===== src/rtl/serial2parallel.sv =====
// serial2parallel: receive-side deserializer with sync-word framing.
// Hunts for SYNC_WORD in the serial stream, then assembles WIDTH-bit words
// MSB-first, re-checks the sync word once per frame and tolerates up to
// MAX_MISS-1 consecutive sync misses before falling back to hunting.
module serial2parallel #(
    parameter int                  WIDTH       = 2,
    parameter int                  SYNC_LEN    = 8,
    parameter logic [SYNC_LEN-1:0] SYNC_WORD   = 8'hE2,
    parameter int                  FRAME_WORDS = 16,
    parameter int                  MAX_MISS    = 3
) (
    input  logic             clk_sig,
    input  logic             reset_sig,
    input  logic             serial_sig,
    input  logic             serial_valid,
    output logic [WIDTH-1:0] parallel_sig,
    output logic             parallel_valid,
    output logic             lock_sig,
    output logic             sync_err
);

    localparam int BIT_MAX = (WIDTH > SYNC_LEN) ? WIDTH : SYNC_LEN;
    localparam int BCW     = $clog2(BIT_MAX + 1);
    localparam int WCW     = $clog2(FRAME_WORDS + 1);
    localparam int MCW     = $clog2(MAX_MISS + 1);
    localparam int FCW     = $clog2(SYNC_LEN + 1);

    localparam logic [BCW-1:0] WORD_LAST  = BCW'(WIDTH - 1);
    localparam logic [BCW-1:0] SYNC_LAST  = BCW'(SYNC_LEN - 1);
    localparam logic [WCW-1:0] FRAME_LAST = WCW'(FRAME_WORDS - 1);
    localparam logic [MCW-1:0] MISS_LIMIT = MCW'(MAX_MISS);
    localparam logic [FCW-1:0] FILL_FULL  = FCW'(SYNC_LEN);
    localparam logic [FCW-1:0] FILL_ARMED = FCW'(SYNC_LEN - 1);

    typedef enum logic [1:0] {
        HUNT  = 2'd0,
        LOCK  = 2'd1,
        CHECK = 2'd2
    } state_t;

    state_t              state_q,    state_d;
    logic [SYNC_LEN-1:0] syncSr_q,   syncSr_d;
    logic [FCW-1:0]      fillCnt_q,  fillCnt_d;
    logic [WIDTH-1:0]    wordSr_q,   wordSr_d;
    logic [BCW-1:0]      bitCnt_q,   bitCnt_d;
    logic [WCW-1:0]      wordCnt_q,  wordCnt_d;
    logic [MCW-1:0]      missCnt_q,  missCnt_d;
    logic [WIDTH-1:0]    parWord_q,  parWord_d;
    logic                parValid_q, parValid_d;
    logic                lock_q,     lock_d;
    logic                syncErr_q,  syncErr_d;

    // The incoming bit appended to each shift register, used both for the
    // shift itself and for the match / word-complete decisions this cycle.
    logic [SYNC_LEN-1:0] syncShifted;
    logic [WIDTH-1:0]    wordShifted;
    logic [MCW-1:0]      missInc;

    assign syncShifted = {syncSr_q[SYNC_LEN-2:0], serial_sig};
    assign wordShifted = {wordSr_q[WIDTH-2:0], serial_sig};
    assign missInc     = missCnt_q + 1'b1;

    // Next-state logic: everything holds unless a bit event arrives.
    always_comb begin
        state_d    = state_q;
        syncSr_d   = syncSr_q;
        fillCnt_d  = fillCnt_q;
        wordSr_d   = wordSr_q;
        bitCnt_d   = bitCnt_q;
        wordCnt_d  = wordCnt_q;
        missCnt_d  = missCnt_q;
        parWord_d  = parWord_q;
        parValid_d = 1'b0;
        syncErr_d  = 1'b0;

        if (serial_valid) begin
            case (state_q)
                HUNT: begin
                    syncSr_d = syncShifted;
                    if (fillCnt_q != FILL_FULL) begin
                        fillCnt_d = fillCnt_q + 1'b1;
                    end
                    if ((fillCnt_q >= FILL_ARMED) && (syncShifted == SYNC_WORD)) begin
                        state_d   = LOCK;
                        bitCnt_d  = '0;
                        wordCnt_d = '0;
                        missCnt_d = '0;
                    end
                end

                LOCK: begin
                    wordSr_d = wordShifted;
                    if (bitCnt_q == WORD_LAST) begin
                        parWord_d  = wordShifted;
                        parValid_d = 1'b1;
                        bitCnt_d   = '0;
                        if (wordCnt_q == FRAME_LAST) begin
                            state_d   = CHECK;
                            wordCnt_d = '0;
                        end else begin
                            wordCnt_d = wordCnt_q + 1'b1;
                        end
                    end else begin
                        bitCnt_d = bitCnt_q + 1'b1;
                    end
                end

                CHECK: begin
                    syncSr_d = syncShifted;
                    if (bitCnt_q == SYNC_LAST) begin
                        bitCnt_d = '0;
                        if (syncShifted == SYNC_WORD) begin
                            missCnt_d = '0;
                            state_d   = LOCK;
                        end else begin
                            syncErr_d = 1'b1;
                            if (missInc == MISS_LIMIT) begin
                                state_d   = HUNT;
                                missCnt_d = '0;
                                fillCnt_d = '0;
                            end else begin
                                missCnt_d = missInc;
                                state_d   = LOCK;
                            end
                        end
                    end else begin
                        bitCnt_d = bitCnt_q + 1'b1;
                    end
                end

                default: begin
                    state_d   = HUNT;
                    fillCnt_d = '0;
                end
            endcase
        end

        lock_d = (state_d != HUNT);
    end

    // State and output registers with synchronous reset that wins over any bit event.
    always_ff @(posedge clk_sig) begin
        if (reset_sig) begin
            state_q    <= HUNT;
            syncSr_q   <= '0;
            fillCnt_q  <= '0;
            wordSr_q   <= '0;
            bitCnt_q   <= '0;
            wordCnt_q  <= '0;
            missCnt_q  <= '0;
            parWord_q  <= '0;
            parValid_q <= 1'b0;
            lock_q     <= 1'b0;
            syncErr_q  <= 1'b0;
        end else begin
            state_q    <= state_d;
            syncSr_q   <= syncSr_d;
            fillCnt_q  <= fillCnt_d;
            wordSr_q   <= wordSr_d;
            bitCnt_q   <= bitCnt_d;
            wordCnt_q  <= wordCnt_d;
            missCnt_q  <= missCnt_d;
            parWord_q  <= parWord_d;
            parValid_q <= parValid_d;
            lock_q     <= lock_d;
            syncErr_q  <= syncErr_d;
        end
    end

    assign parallel_sig   = parWord_q;
    assign parallel_valid = parValid_q;
    assign lock_sig       = lock_q;
    assign sync_err       = syncErr_q;

endmodule


===== config.mk =====
export PLATFORM = sky130hd
export DESIGN_NAME = serial2parallel
export DESIGN_NICKNAME = d
export VERILOG_FILES = /design/src/rtl/serial2parallel.sv
export SDC_FILE = /design/constraint.sdc
export NUM_CORES = 1
export LEC_CHECK = 0
export BUFFER_PORTS_ARGS = -buffer_cell sky130_fd_sc_hd__clkbuf_2
export CAP_MARGIN = 30
export CORE_MARGIN = 5
export CORE_UTILIZATION = 50
export DETAILED_ROUTE_END_ITERATION = 6
export GPL_TIMING_DRIVEN = 0
export PLACE_DENSITY = 0.7
export SLEW_MARGIN = 10
export SYNTH_ARGS = -nofsm -noshare
export SYNTH_HDL_FRONTEND = slang
export SYNTH_SLANG_ARGS = --single-unit
export TNS_END_PERCENT = 100

===== constraint.sdc =====
create_clock -name clk_sig -period 2.1 [get_ports clk_sig]
set_input_delay 0.105 -clock clk_sig [delete_from_list [all_inputs] [get_ports clk_sig]]
set_output_delay 0.105 -clock clk_sig [all_outputs]
set_load 0.1 [all_outputs]

Word-level counts from Yosys, hierarchy flattened
Cells that the tools add are included.
{"block": "op_classes", "addsub": 4, "order_cmp": 1, "eq_ne": 14, "n_mux": 28, "n_bitwise": 4, "n_reduce_logical": 16}
{"op": "two-way mux 4 bit", "count": 7}
{"op": "one-hot mux 4 bit (3 select lines)", "count": 2}
{"op": "two-way mux 2 bit", "count": 9}
{"op": "two-way mux 5 bit", "count": 3}
{"op": "inequality test 2 bit (second input constant)", "count": 6}
{"op": "one-hot mux 5 bit (2 select lines)", "count": 1}
{"op": "adder 4 x 1 -> 4 bit (second input constant)", "count": 2}
{"op": "== test 8 bit (second input constant)", "count": 1}
{"op": "AND reduction 4 bit", "count": 2}
{"op": "one-hot mux 2 bit (3 select lines)", "count": 1}
{"op": "AND reduction 3 bit", "count": 2}
{"op": "AND reduction 6 bit", "count": 1}
{"op": "nonzero test 2 bit", "count": 3}
{"op": "adder 5 x 1 -> 5 bit (second input constant)", "count": 1}
{"op": "== test 5 x 4 -> 1 bit (second input constant)", "count": 1}
{"op": "== test 2 bit (second input constant)", "count": 2}
{"op": "== test 4 x 1 -> 1 bit (second input constant)", "count": 1}
{"op": "== test 4 x 3 -> 1 bit (second input constant)", "count": 1}
{"op": "greater-or-equal comparator 4 x 3 -> 1 bit (second input constant)", "count": 1}
{"op": "two-way mux 1 bit", "count": 4}
{"op": "inequality test 4 bit (second input constant)", "count": 1}
{"op": "NOT 1 bit", "count": 4}
{"op": "one-hot mux 2 bit (2 select lines)", "count": 1}
{"op": "AND reduction 2 bit", "count": 2}
{"op": "other kinds (8)", "count": 8}
{"block": "word_totals", "register_bits": 30, "output_inout_bits": 5, "elab_cells": 78}

Logic depth before layout (Yosys ltp)
Gate-level depths: netlist of the first run.
{"block": "depth", "ltp_word": 8, "ltp_mapped": 9}

Worst setup path before layout of the first run
OpenSTA, ideal clock, no wires.
{"block": "synth_path", "kind": "reg2reg", "from": "register state_q[0]", "to": "register lock_q, in the netlist lock_sig", "setup_ns": 0.120, "t_arrival_ns": 2.165, "t_required_ns": 1.980, "path_slack_ns": -0.185, "stages_incl_launch_ff": 9, "n_path_buf": 1, "period_less_slack_ns": 2.285, "cell_sequence": "dfxtp_1 -> inv_1 -> ha_1 -> clkbuf_1 -> or4b_2 -> a32oi_1 -> o21ai_0 -> a32o_1 -> or2_1"}
{"block": "synth_between", "elab_chain_cells": 5, "elab_cells_between_ends": 10}
{"element": "start: declaration", "line_no": "41", "rtl": "state_t state_q, state_d;"}
{"element": "start signal: assignment", "line_no": "156", "rtl": "state_q <= state_d;"}
{"element": "two-way mux 2 bit", "line_no": "97", "rtl": "if (wordCnt_q == FRAME_LAST) begin"}
{"element": "two-way mux 2 bit", "line_no": "93", "rtl": "if (bitCnt_q == WORD_LAST) begin"}
{"element": "one-hot mux 2 bit (3 select lines)", "line_no": "77", "rtl": "case (state_q)"}
{"element": "two-way mux 2 bit (*)", "line_no": "76", "rtl": "if (serial_valid) begin"}
{"element": "nonzero test 2 bit (*)", "line_no": "138", "rtl": "lock_d = (state_d != HUNT);"}
{"element": "end signal: assignment", "line_no": "165", "rtl": "lock_q <= lock_d;"}
{"element": "end: declaration", "line_no": "50", "rtl": "logic lock_q, lock_d;"}
Mark *: on every way between the ends. The rest lies on a longest branch, timed or not.
A chain may end at the register's enable or synchronous reset.

Worst setup path after layout of the first run
{"block": "layout_path", "from": "register state_q[1]", "to": "register lock_q, in the netlist lock_sig"}
Same word-level chain as after synthesis.

==> results.sh, run 1 <==
export IMPL_status="completed"
export IMPL_track_usage_pct=18.9
export IMPL_pwr_share_seq_pct=58.3
export IMPL_final_core_util_pct=62.3
export IMPL_cp_end_kind="flip-flop"
export IMPL_area_growth_syn_to_layout_pct=20.1
export IMPL_portBuffers=7
export IMPL_grt_max_degree=11
export IMPL_ff2ff_setup_slack_ns=0.06
export IMPL_cts_root_buf="clkbuf_4"
export IMPL_p_per_area_nw_per_um2=525
export IMPL_power_internal_mw=0.751
export IMPL_maxCapViolCount=0
export IMPL_cp_required_ns=2.33
export IMPL_maxSlewViolCount=0
export IMPL_worstPathArrival_ns=2.27
export IMPL_use_met2_pct=32.0
export IMPL_async_flop_share_pct=0
export IMPL_drive_gt1_share_pct=26.4
export IMPL_ys_seq_area_share_pct=38.2
export IMPL_relSlewSlack_pct=61.8
export IMPL_synthAdderAreaFrac_pct=7.17
export IMPL_netlist_area_sq_um=1570
export IMPL_rows=20
export IMPL_clockBufferDepth=2
export IMPL_htree_levels=2
export IMPL_grt_use_met3_pct=4.42
export IMPL_num_antenna_cells=0
export IMPL_globalplace_congestion=0.829
export IMPL_clockPowerShare_pct=36.4
export IMPL_synthXorXnorAreaFrac_pct=0
export IMPL_fin_crit_sh_pct=97.3
export IMPL_synth_distinct_cells=46
export IMPL_grt_first_pass_wirelength_mm=6.42
export IMPL_dieArea_sq_um=4360
export IMPL_layout_common_cells="nand2_1 (28), dfxtp_1 (23), a21oi_1 (16), nor2_1 (14), buf_4 (11)"
export IMPL_synth_nets=202
export IMPL_setup_viol=0
export IMPL_synth_cells=189
export IMPL_dp_hpwl_mm=2.66
export IMPL_busiest_layer="met2"
export IMPL_yosys_most_used_dff="dfxtp_1"
export IMPL_synth_top_family_by_area="simple AND/OR/NAND/NOR gates"
export IMPL_fp_dieH_microns=66.1
export IMPL_syn_area_per_cell_sq_um=8.31
export IMPL_multi_input_comb_area_sq_um=958
export IMPL_wl_mm=3.74
export IMPL_drt_initial_drc_count=125
export IMPL_dpl_cell_area_sq_um=1680
export IMPL_vias_per_cell=5.74
export IMPL_swShare_pct=24.2
export IMPL_hold_violations=0
export IMPL_insertion_delay_ns=0.33
export IMPL_wl_per_cell_microns=14.6
export IMPL_drc=0
export IMPL_worst_ir_drop_vdd_uv=411
export IMPL_n_fill_cell=258
export IMPL_numCtsBuffers=5
export IMPL_nets=224
export IMPL_synthMuxAreaShare_pct=1.27
export IMPL_grt_setup_unrepaired="yes"
export IMPL_final_common_cell="nand2_1"
export IMPL_critPathKind="reg2reg"
export IMPL_total_power_mw=0.991
export IMPL_start_kind="flip-flop"
export IMPL_worst_slack_ns=0.0564
export IMPL_max_freq_mhz=489
export IMPL_cts_tree="done"
export IMPL_yosys_warnings=0
export IMPL_p_sw_mw=0.240
export IMPL_grt_overflow=0
export IMPL_clock_sinks=30
export IMPL_synth_compound_area_share_pct=19.6
export IMPL_fin_crit_ns=2.04
export IMPL_regArea_sq_um=617
export IMPL_path_clk_slew_ns=0.10
export IMPL_tightest_slew_ns=0.573
export IMPL_synth_simple_area_share_pct=28.7
export IMPL_final_cell_area_sq_um=1890
export IMPL_use_met1_pct=22.6
export IMPL_leakagePower_nw=0.722
export IMPL_die_w_microns=66.1
export IMPL_crit_fanout=5
export IMPL_hold_path_class="in2reg"
export IMPL_vias=1469
export IMPL_grt_pass1_vias=1455
export IMPL_final_antenna_net_count=0
export IMPL_ios=9
export IMPL_combPwrFrac_pct=5.3
export IMPL_skew_ns=0.00905
export IMPL_antenna_found_initial=0
export IMPL_ys_seq_elements=30
export IMPL_design_core_area_sq_um=3030
export IMPL_synth_edff_count=0
export IMPL_dp_slack_ns=-0.260
export IMPL_initial_core_util_pct=51.9
export IMPL_dr_pass1_iters=4
## synthesized netlist by cell type, types with 2 or more instances
library cell / instances / area share [%]
or2_2: 2 / 0.80
nor2_1: 14 / 3.3
clkbuf_1: 6 / 1.4
nand4_1: 3 / 1.2
or3_1: 5 / 2.0
a21oi_1: 16 / 5.1
and3_1: 2 / 0.80
dfxtp_1: 30 / 38
nand4b_1: 2 / 1.1
a211oi_1: 3 / 1.4
a31oi_1: 4 / 1.6
o21ai_0: 7 / 2.2
nand3b_1: 3 / 1.4
buf_2: 2 / 0.64
ha_1: 9 / 7.2
mux2i_1: 2 / 1.3
nand2_1: 28 / 6.7
inv_1: 11 / 2.6
or4_1: 3 / 1.4
nand3_1: 7 / 2.2
nor3b_1: 2 / 0.96
o22ai_1: 3 / 1.2
o211a_1: 2 / 1.3
## worst paths after layout
kind                        start               to  depth (start not counted)
hold / removal         serial_sig      wordSr_q[0]                          3
setup / recovery       state_q[1]         lock_sig                          8
setup reg to reg       state_q[1]         lock_sig                          8
hold reg to reg   parallel_sig[0]  parallel_sig[0]                          2
## metal layers
metal  vias to the layer above  wire (microns)
li1                        732               -
met1                       687            1630
met2                        41            1870
met3                         9             168
met4                         0              65
met5                         -               0
## sequential cells by signal, summed over array words and instances, names as in the netlist
name            count
syncSr_q            7
wordCnt_q           5
bitCnt_q            4
fillCnt_q           4
missCnt_q           2
parallel_sig        2
state_q             2
lock_sig            1
parallel_valid      1
sync_err            1
wordSr_q            1
## per-stage QoR
step	std cells	hold WS [ns]	setup TNS, ns
after floorplan	189	0.241	0
after global placement	240	0.385	-0.601
after detailed placement	240	0.398	-0.776
after CTS	255	0.0445	-0.00765
after global routing	256	0.0640	-0.0222
final	256	0.0489	0
## power by group through the flow
stage | combinational (mW) | clock, mW | sequential, mW
6_report | 0.0529 | 0.360 | 0.578
5_1_grt | 0.0578 | 0.404 | 0.579
4_1_cts | 0.0510 | 0.368 | 0.579
3_5_place_dp | 0.0495 | 0 | 0.592
3_3_place_gp | 0.0475 | 0 | 0.592
2_1_floorplan | 0.0342 | 0 | 0.591
## repair_timing
action,in CTS,in global routing
pin swaps,5,9
gates resized for setup,18,14
hold buffers,0,0
endpoints found under the setup margin,6,4
buffers inserted,8,3
endpoints found under the hold margin,0,0
## kinds of logic (layout without fill, tap and decap cells)
logic type,Yosys count,in the layout
compound gates,47,47
fa+ha+maj,9,9
buf+inv,20,43
flops,30,30
mux,2,2
simple gates,81,81
## worst max-delay path: stages, from the launching register on
cell     delay (ns)
dfxtp_2        0.34
inv_2          0.06
ha_4           0.16
buf_8          0.12
or4bb_1        0.49
a32oi_1        0.21
o21ai_1        0.08
a32o_2         0.27
or2_1          0.21
## area by class of cell
class | instances | area share [%]
clock inverters | 1 | 0.265
inverters | 11 | 2.32
flip-flops and latches | 30 | 32.7
clock buffers | 7 | 2.92
plain buffers | 6 | 1.86
well taps | 44 | 2.92
repair buffers | 18 | 6.23
multi-input cells | 139 | 50.8
Note: power is estimated with default switching activity, not from simulation.
==> run 2: changes to the inputs <==
- CELL_PAD_IN_SITES_DETAIL_PLACEMENT: not set -> 1
- CELL_PAD_IN_SITES_GLOBAL_PLACEMENT: not set -> 1
- CORE_UTILIZATION: 50 -> 40
==> run 2 against run 1 <==
Clock power rose by 23%. Die area grew 21%. Fmax down 1.8%. Clock skew decreased by 0.0035 ns. Design area up 2.3%. First-iteration DRC count is 47% lower. Clock-buffer cell count down 2. Register-to-register slack lost 0.04 ns. Flip-flop and latch count did not move. Cell count rose by 2.3%.
==> results.sh, run 2 (synthesis gave the netlist of run 1 again) <==
export IMPL_dieArea_sq_um=5280
export IMPL_dpl_cell_area_sq_um=1680
export IMPL_maxCapViolCount=0
export IMPL_drive_gt1_share_pct=26.6
export IMPL_skew_ns=0.00557
export IMPL_max_freq_mhz=481
export IMPL_insertion_delay_ns=0.29
export IMPL_hold_end="syncSr_q[0]"
export IMPL_final_cell_area_sq_um=1930
export IMPL_initial_core_util_pct=42.0
export IMPL_fin_crit_ns=2.08
export IMPL_design_core_area_sq_um=3740
export IMPL_clock_sinks=30
export IMPL_tightest_slew_ns=0.553
export IMPL_drc=0
export IMPL_hold_violations=0
export IMPL_final_setup_tns_ns=0
export IMPL_multi_input_comb_area_sq_um=958
export IMPL_clockBufferDepth=2
export IMPL_numCtsBuffers=5
export IMPL_regArea_sq_um=612
export IMPL_leakagePower_nw=0.738
export IMPL_htree_levels=2
export IMPL_worstPathArrival_ns=2.26
export IMPL_wl_per_cell_microns=16.2
export IMPL_maxSlewViolCount=0
export IMPL_grt_pass1_vias=1564
export IMPL_dp_hpwl_mm=3.07
export IMPL_antenna_found_initial=0
export IMPL_hold_path_class="in2reg"
export IMPL_crit_fanout=5
export IMPL_portBuffers=7
export IMPL_layout_common_cells="nand2_1 (28), dfxtp_1 (23), a21oi_1 (16), nor2_1 (14), buf_4 (13)"
export IMPL_fin_crit_sh_pct=99.1
export IMPL_n_fill_cell=472
export IMPL_dp_cells=244
export IMPL_track_usage_pct=17.5
export IMPL_instances_no_fill=262
export IMPL_grt_overflow=0
export IMPL_r2r_start="state_q[1]"
export IMPL_cp_required_ns=2.28
export IMPL_nets=227
export IMPL_setup_viol=0
export IMPL_drt_initial_drc_count=66
export IMPL_grt_max_degree=11
export IMPL_globalplace_congestion=0.830
export IMPL_fp_dieH_microns=72.7
export IMPL_cp_end_kind="flip-flop"
export IMPL_reg_top3="syncSr_q (7), wordCnt_q (5)"
export IMPL_final_antenna_net_count=0
export IMPL_ios=9
export IMPL_ctsHoldBuffers=0
export IMPL_dp_slack_ns=-0.223
export IMPL_vias=1489
export IMPL_status="completed"
export IMPL_num_antenna_cells=0
export IMPL_start_kind="flip-flop"
export IMPL_wl_mm=4.24
export IMPL_rr_endpoint="lock_sig"
export IMPL_hold_start="serial_sig"
export IMPL_die_w_microns=72.7
export IMPL_ff2ff_setup_slack_ns=0.02
export IMPL_dr_pass1_iters=4
export IMPL_worst_ir_drop_vdd_uv=306
export IMPL_p_per_area_nw_per_um2=558
export IMPL_top_register="syncSr_q"
export IMPL_reg2reg_depth=8
export IMPL_rows=22
export IMPL_relSlewSlack_pct=63.1
export IMPL_critPathKind="reg2reg"
export IMPL_worst_slack_ns=0.0191
export IMPL_path_clk_slew_ns=0.06
export IMPL_area_growth_syn_to_layout_pct=22.8
export IMPL_grt_setup_unrepaired="yes"
export IMPL_whs_path_depth=3
export IMPL_cts_tree="done"
export IMPL_vias_per_cell=5.68
export IMPL_final_common_cell="nand2_1"
export IMPL_largest_reg_flops=7
export IMPL_grt_first_pass_wirelength_mm=7.15
export IMPL_cts_root_buf="clkbuf_8"
## run 2: cell types whose count changed in the layout (fill, tap and decap cells not counted), moves of 2 or more
cell / previous run / this run
dfxtp_4: 3 / 1
clkbuf_4: 5 / 0
dfxtp_2: 4 / 6
buf_4: 11 / 13
clkbuf_8: 1 / 5
## run 2: layer usage
| metal | GRT usage (%) | vias up | share of wire, % |
|---|---|---|---|
| met2 | 30.9 | 15 | 51 |
| met4 | 7.99 | 0 | 1.9 |
| met5 | 0 | - | 0 |
| met1 | 19.6 | 729 | 43 |
| met3 | 4.41 | 9 | 3.4 |
| li1 | - | 736 | - |
## run 2: final cells by class
cell class                      count  share of cell area (%)
Clock buffer                        5                    3.57
Buffer                              7                    2.40
Inverter                           11                    2.14
Clock inverter                      2                   0.519
Timing Repair Buffer               20                    6.87
Tap cell                           48                    3.11
Sequential cell                    30                    31.7
Multi-Input combinational cell    139                    49.7
## run 2: how the worst max path moves through the flow
stage	from	endpoint	slack [ns]	depth (start not counted)
after global placement	state_q[1]	wordCnt_q[3]	-0.22	9
final	state_q[1]	lock_sig	0.02	8
after floorplan	state_q[1]	wordCnt_q[3]	0.01	9
after global routing	state_q[1]	lock_sig	-0.06	8
after CTS	state_q[1]	lock_sig	-0.03	8
after detailed placement	state_q[1]	wordCnt_q[3]	-0.22	9
## run 2: what timing repair did
action                     in CTS  in global routing
setup buffers                  10                  3
setup endpoints to repair       8                  5
pin swaps                       8                 14
resized for setup              19                 10
## run 2: power breakdown
group          internal [mW]  total, mW  switching (mW)  leakage, nW
Clock                  0.222      0.442           0.221       0.0438
Sequential             0.574      0.580         0.00664        0.246
Combinational         0.0172     0.0531          0.0359        0.448
## run 2: worst max-delay path: stages, from the launching register on
cell,delay (ns)
dfxtp_2,0.33
inv_2,0.05
ha_4,0.16
buf_8,0.12
or4bb_1,0.50
a32oi_1,0.23
o21ai_1,0.10
a32o_2,0.27
or2_1,0.20
## run 2: through the flow
step	power (mW)	hold WS, ns	util, %
after global routing	1.11	0.138	51.5
after global placement	0.641	0.398	44.9
after detailed placement	0.643	0.407	44.9
after floorplan	0.625	0.241	-
after CTS	1.09	0.104	50.2
final	1.08	0.110	51.5
==> run 3: changes to the inputs <==
- CORE_UTILIZATION: 40 -> 45
- PLACE_DENSITY: 0.7 -> not set
- PLACE_DENSITY_LB_ADDON: not set -> 0.1
- clock period: 2.1 -> 2 ns (I/O delays scaled with it)
==> run 3 against run 2 <==
The run now ends with negative setup slack left. Sequential power up 4.3%. Register-to-register slack worse by 0.24 ns. Wire length up 33%. First-iteration DRC count up 50%. Die area down 9.6%. Clock power up 48%. Critical path type unchanged. Largest power group is now the clock network.
==> results.sh, run 3 (synthesis gave the netlist of run 1 again) <==
export IMPL_status="finished with violations"
export IMPL_failed_checks="negative setup slack"
export IMPL_initial_core_util_pct=46.7
export IMPL_grt_pass1_vias=1687
export IMPL_max_freq_mhz=451
export IMPL_swShare_pct=21.2
export IMPL_fp_dieH_microns=69.1
export IMPL_ctsHoldBuffers=0
export IMPL_grt_max_degree=11
export IMPL_crit_fanout=5
export IMPL_pwr_share_seq_pct=45.8
export IMPL_path_cells="inv_4 > ha_4 > clkbuf_16 > or4bb_4 > a32oi_2 > o21ai_1 > a32o_2 > or2_1"
export IMPL_timing_critical_path_depth=8
export IMPL_fin_crit_sh_pct=111
export IMPL_vias=1667
export IMPL_reg2reg_depth=8
export IMPL_num_antenna_cells=0
export IMPL_grt_setup_unrepaired="yes"
export IMPL_hold_violations=0
export IMPL_worstSetupStartpoint="state_q[1]"
export IMPL_final_core_util_pct=62.8
export IMPL_clock_sinks=30
export IMPL_largest_reg_flops=7
export IMPL_start_kind="flip-flop"
export IMPL_relSlewSlack_pct=56.1
export IMPL_globalplace_congestion=0.865
export IMPL_cts_root_buf="clkbuf_4"
export IMPL_drc=0
export IMPL_power_internal_mw=1.04
export IMPL_drt_initial_drc_count=99
export IMPL_track_usage_pct=21.6
export IMPL_wl_mm=5.66
export IMPL_antenna_found_initial=0
export IMPL_tightest_slew_ns=0.641
export IMPL_endpoint="lock_sig"
export IMPL_area_growth_syn_to_layout_pct=34.5
export IMPL_cp_end_kind="flip-flop"
export IMPL_die_w_microns=69.1
export IMPL_dp_slack_ns=-0.218
export IMPL_hold_worst_slack_ns=0.0868
export IMPL_hold_path_class="in2reg"
export IMPL_dp_hpwl_mm=3.18
export IMPL_p_sw_mw=0.280
export IMPL_clockPowerShare_pct=49.6
export IMPL_rows=21
export IMPL_cts_tree="done"
export IMPL_critPathKind="reg2reg"
export IMPL_path_delay_family="simple AND/OR/NAND/NOR gates"
export IMPL_worst_slack_ns=-0.219
export IMPL_numCtsBuffers=5
export IMPL_drive_gt1_share_pct=34.5
export IMPL_cp_required_ns=2.23
export IMPL_dieArea_sq_um=4770
export IMPL_final_cell_area_sq_um=2110
export IMPL_total_power_mw=1.32
export IMPL_setup_viol=9
export IMPL_path_clk_slew_ns=0.10
export IMPL_layout_common_cells="nand2_1 (28), buf_4 (23), dfxtp_1 (22), a21oi_1 (15), nor2_1 (13)"
export IMPL_dpl_cell_area_sq_um=1710
export IMPL_skew_ns=0.00453
export IMPL_fin_crit_ns=2.22
export IMPL_vias_per_cell=6.13
export IMPL_ff2ff_setup_slack_ns=-0.22
export IMPL_worstPathArrival_ns=2.45
export IMPL_portBuffers=7
export IMPL_insertion_delay_ns=0.33
export IMPL_dr_pass1_iters=4
export IMPL_grt_overflow=0
export IMPL_grt_first_pass_wirelength_mm=8.12
export IMPL_htree_levels=2
export IMPL_wl_per_cell_microns=20.8
export IMPL_rr_endpoint="lock_sig"
export IMPL_p_per_area_nw_per_um2=625
export IMPL_top_register="syncSr_q"
export IMPL_cp_slowest_cell="or4bb_4"
export IMPL_final_antenna_net_count=0
export IMPL_r2r_start="state_q[1]"
export IMPL_ios=9
export IMPL_maxCapViolCount=0
export IMPL_nets=238
export IMPL_final_common_cell="nand2_1"
export IMPL_worst_ir_drop_vdd_uv=383
export IMPL_reg_top3="syncSr_q (7), wordCnt_q (5)"
export IMPL_combPwrFrac_pct=4.6
export IMPL_max_stage_delay_ns=0.53
export IMPL_crit_buf_inv=2
export IMPL_leakagePower_nw=0.825
export IMPL_maxSlewViolCount=0
export IMPL_design_core_area_sq_um=3360
export IMPL_clockBufferDepth=2
-- run 3: cell types whose count changed in the layout (fill, tap and decap cells not counted), sizes merged --
cell / before / now
buf: 16 / 26
clkinv: 2 / 0
clkbuf: 16 / 18
bufinv: 0 / 2
-- run 3: final cells by class --
class / count / area, sq um
Inverter: 11 / 48.8
Multi-Input combinational cell: 139 / 1000
Buffer: 7 / 56.3
Clock buffer: 6 / 51.3
Fill cell: 413 / 1250
Tap cell: 46 / 57.6
Clock inverter: 2 / 60.1
Timing Repair Buffer: 31 / 219
Sequential cell: 30 / 618
-- run 3: tightest hold or removal path, cell delays in order --
cell and delay, ns:
clkbuf_2 0.12, nand2_1 0.08, a21oi_1 0.07
-- run 3: power groups by stage --
stage          Combinational (mW)  Clock (mW)  Sequential, mW
2_1_floorplan              0.0359           0           0.619
3_3_place_gp               0.0508           0           0.620
3_5_place_dp               0.0541           0           0.621
4_1_cts                    0.0571       0.649           0.607
5_1_grt                    0.0667       0.693           0.606
6_report                   0.0607       0.655           0.605
-- run 3: worst min-delay path by stage --
stage	slack, ns	cells after the start	from	to
global route	0.08	3	serial_sig	syncSr_q[0]
CTS	0.04	3	serial_sig	syncSr_q[0]
detailed placement	0.39	3	serial_sig	syncSr_q[0]
global placement	0.38	3	serial_sig	syncSr_q[0]
finish	0.09	3	serial_sig	syncSr_q[0]
floorplan	0.24	2	serial_sig	syncSr_q[0]
-- run 3: metrics by stage --
step	std cells	setup TNS, ns
after floorplan	189	0
after global placement	242	-0.481
after detailed placement	242	-0.748
after CTS	261	-0.299
after global routing	272	-1.45
final	272	-0.781
-- run 3: repair_timing --
item | in CTS | in global routing
setup buffers | 12 | 12
gates resized for setup | 18 | 16
pin swaps | 7 | 14
setup endpoints to repair | 6 | 12
cloned | 0 | 0
-- run 3: metal layers --
| metal | track usage [%] | wire (microns) | up-vias |
|---|---|---|---|
| met5 | 0 | 0 | - |
| met4 | 14.3 | 231 | 0 |
| met3 | 5.09 | 214 | 28 |
| met2 | 38.2 | 2850 | 54 |
| met1 | 22.3 | 2370 | 827 |
| li1 | - | - | 758 |
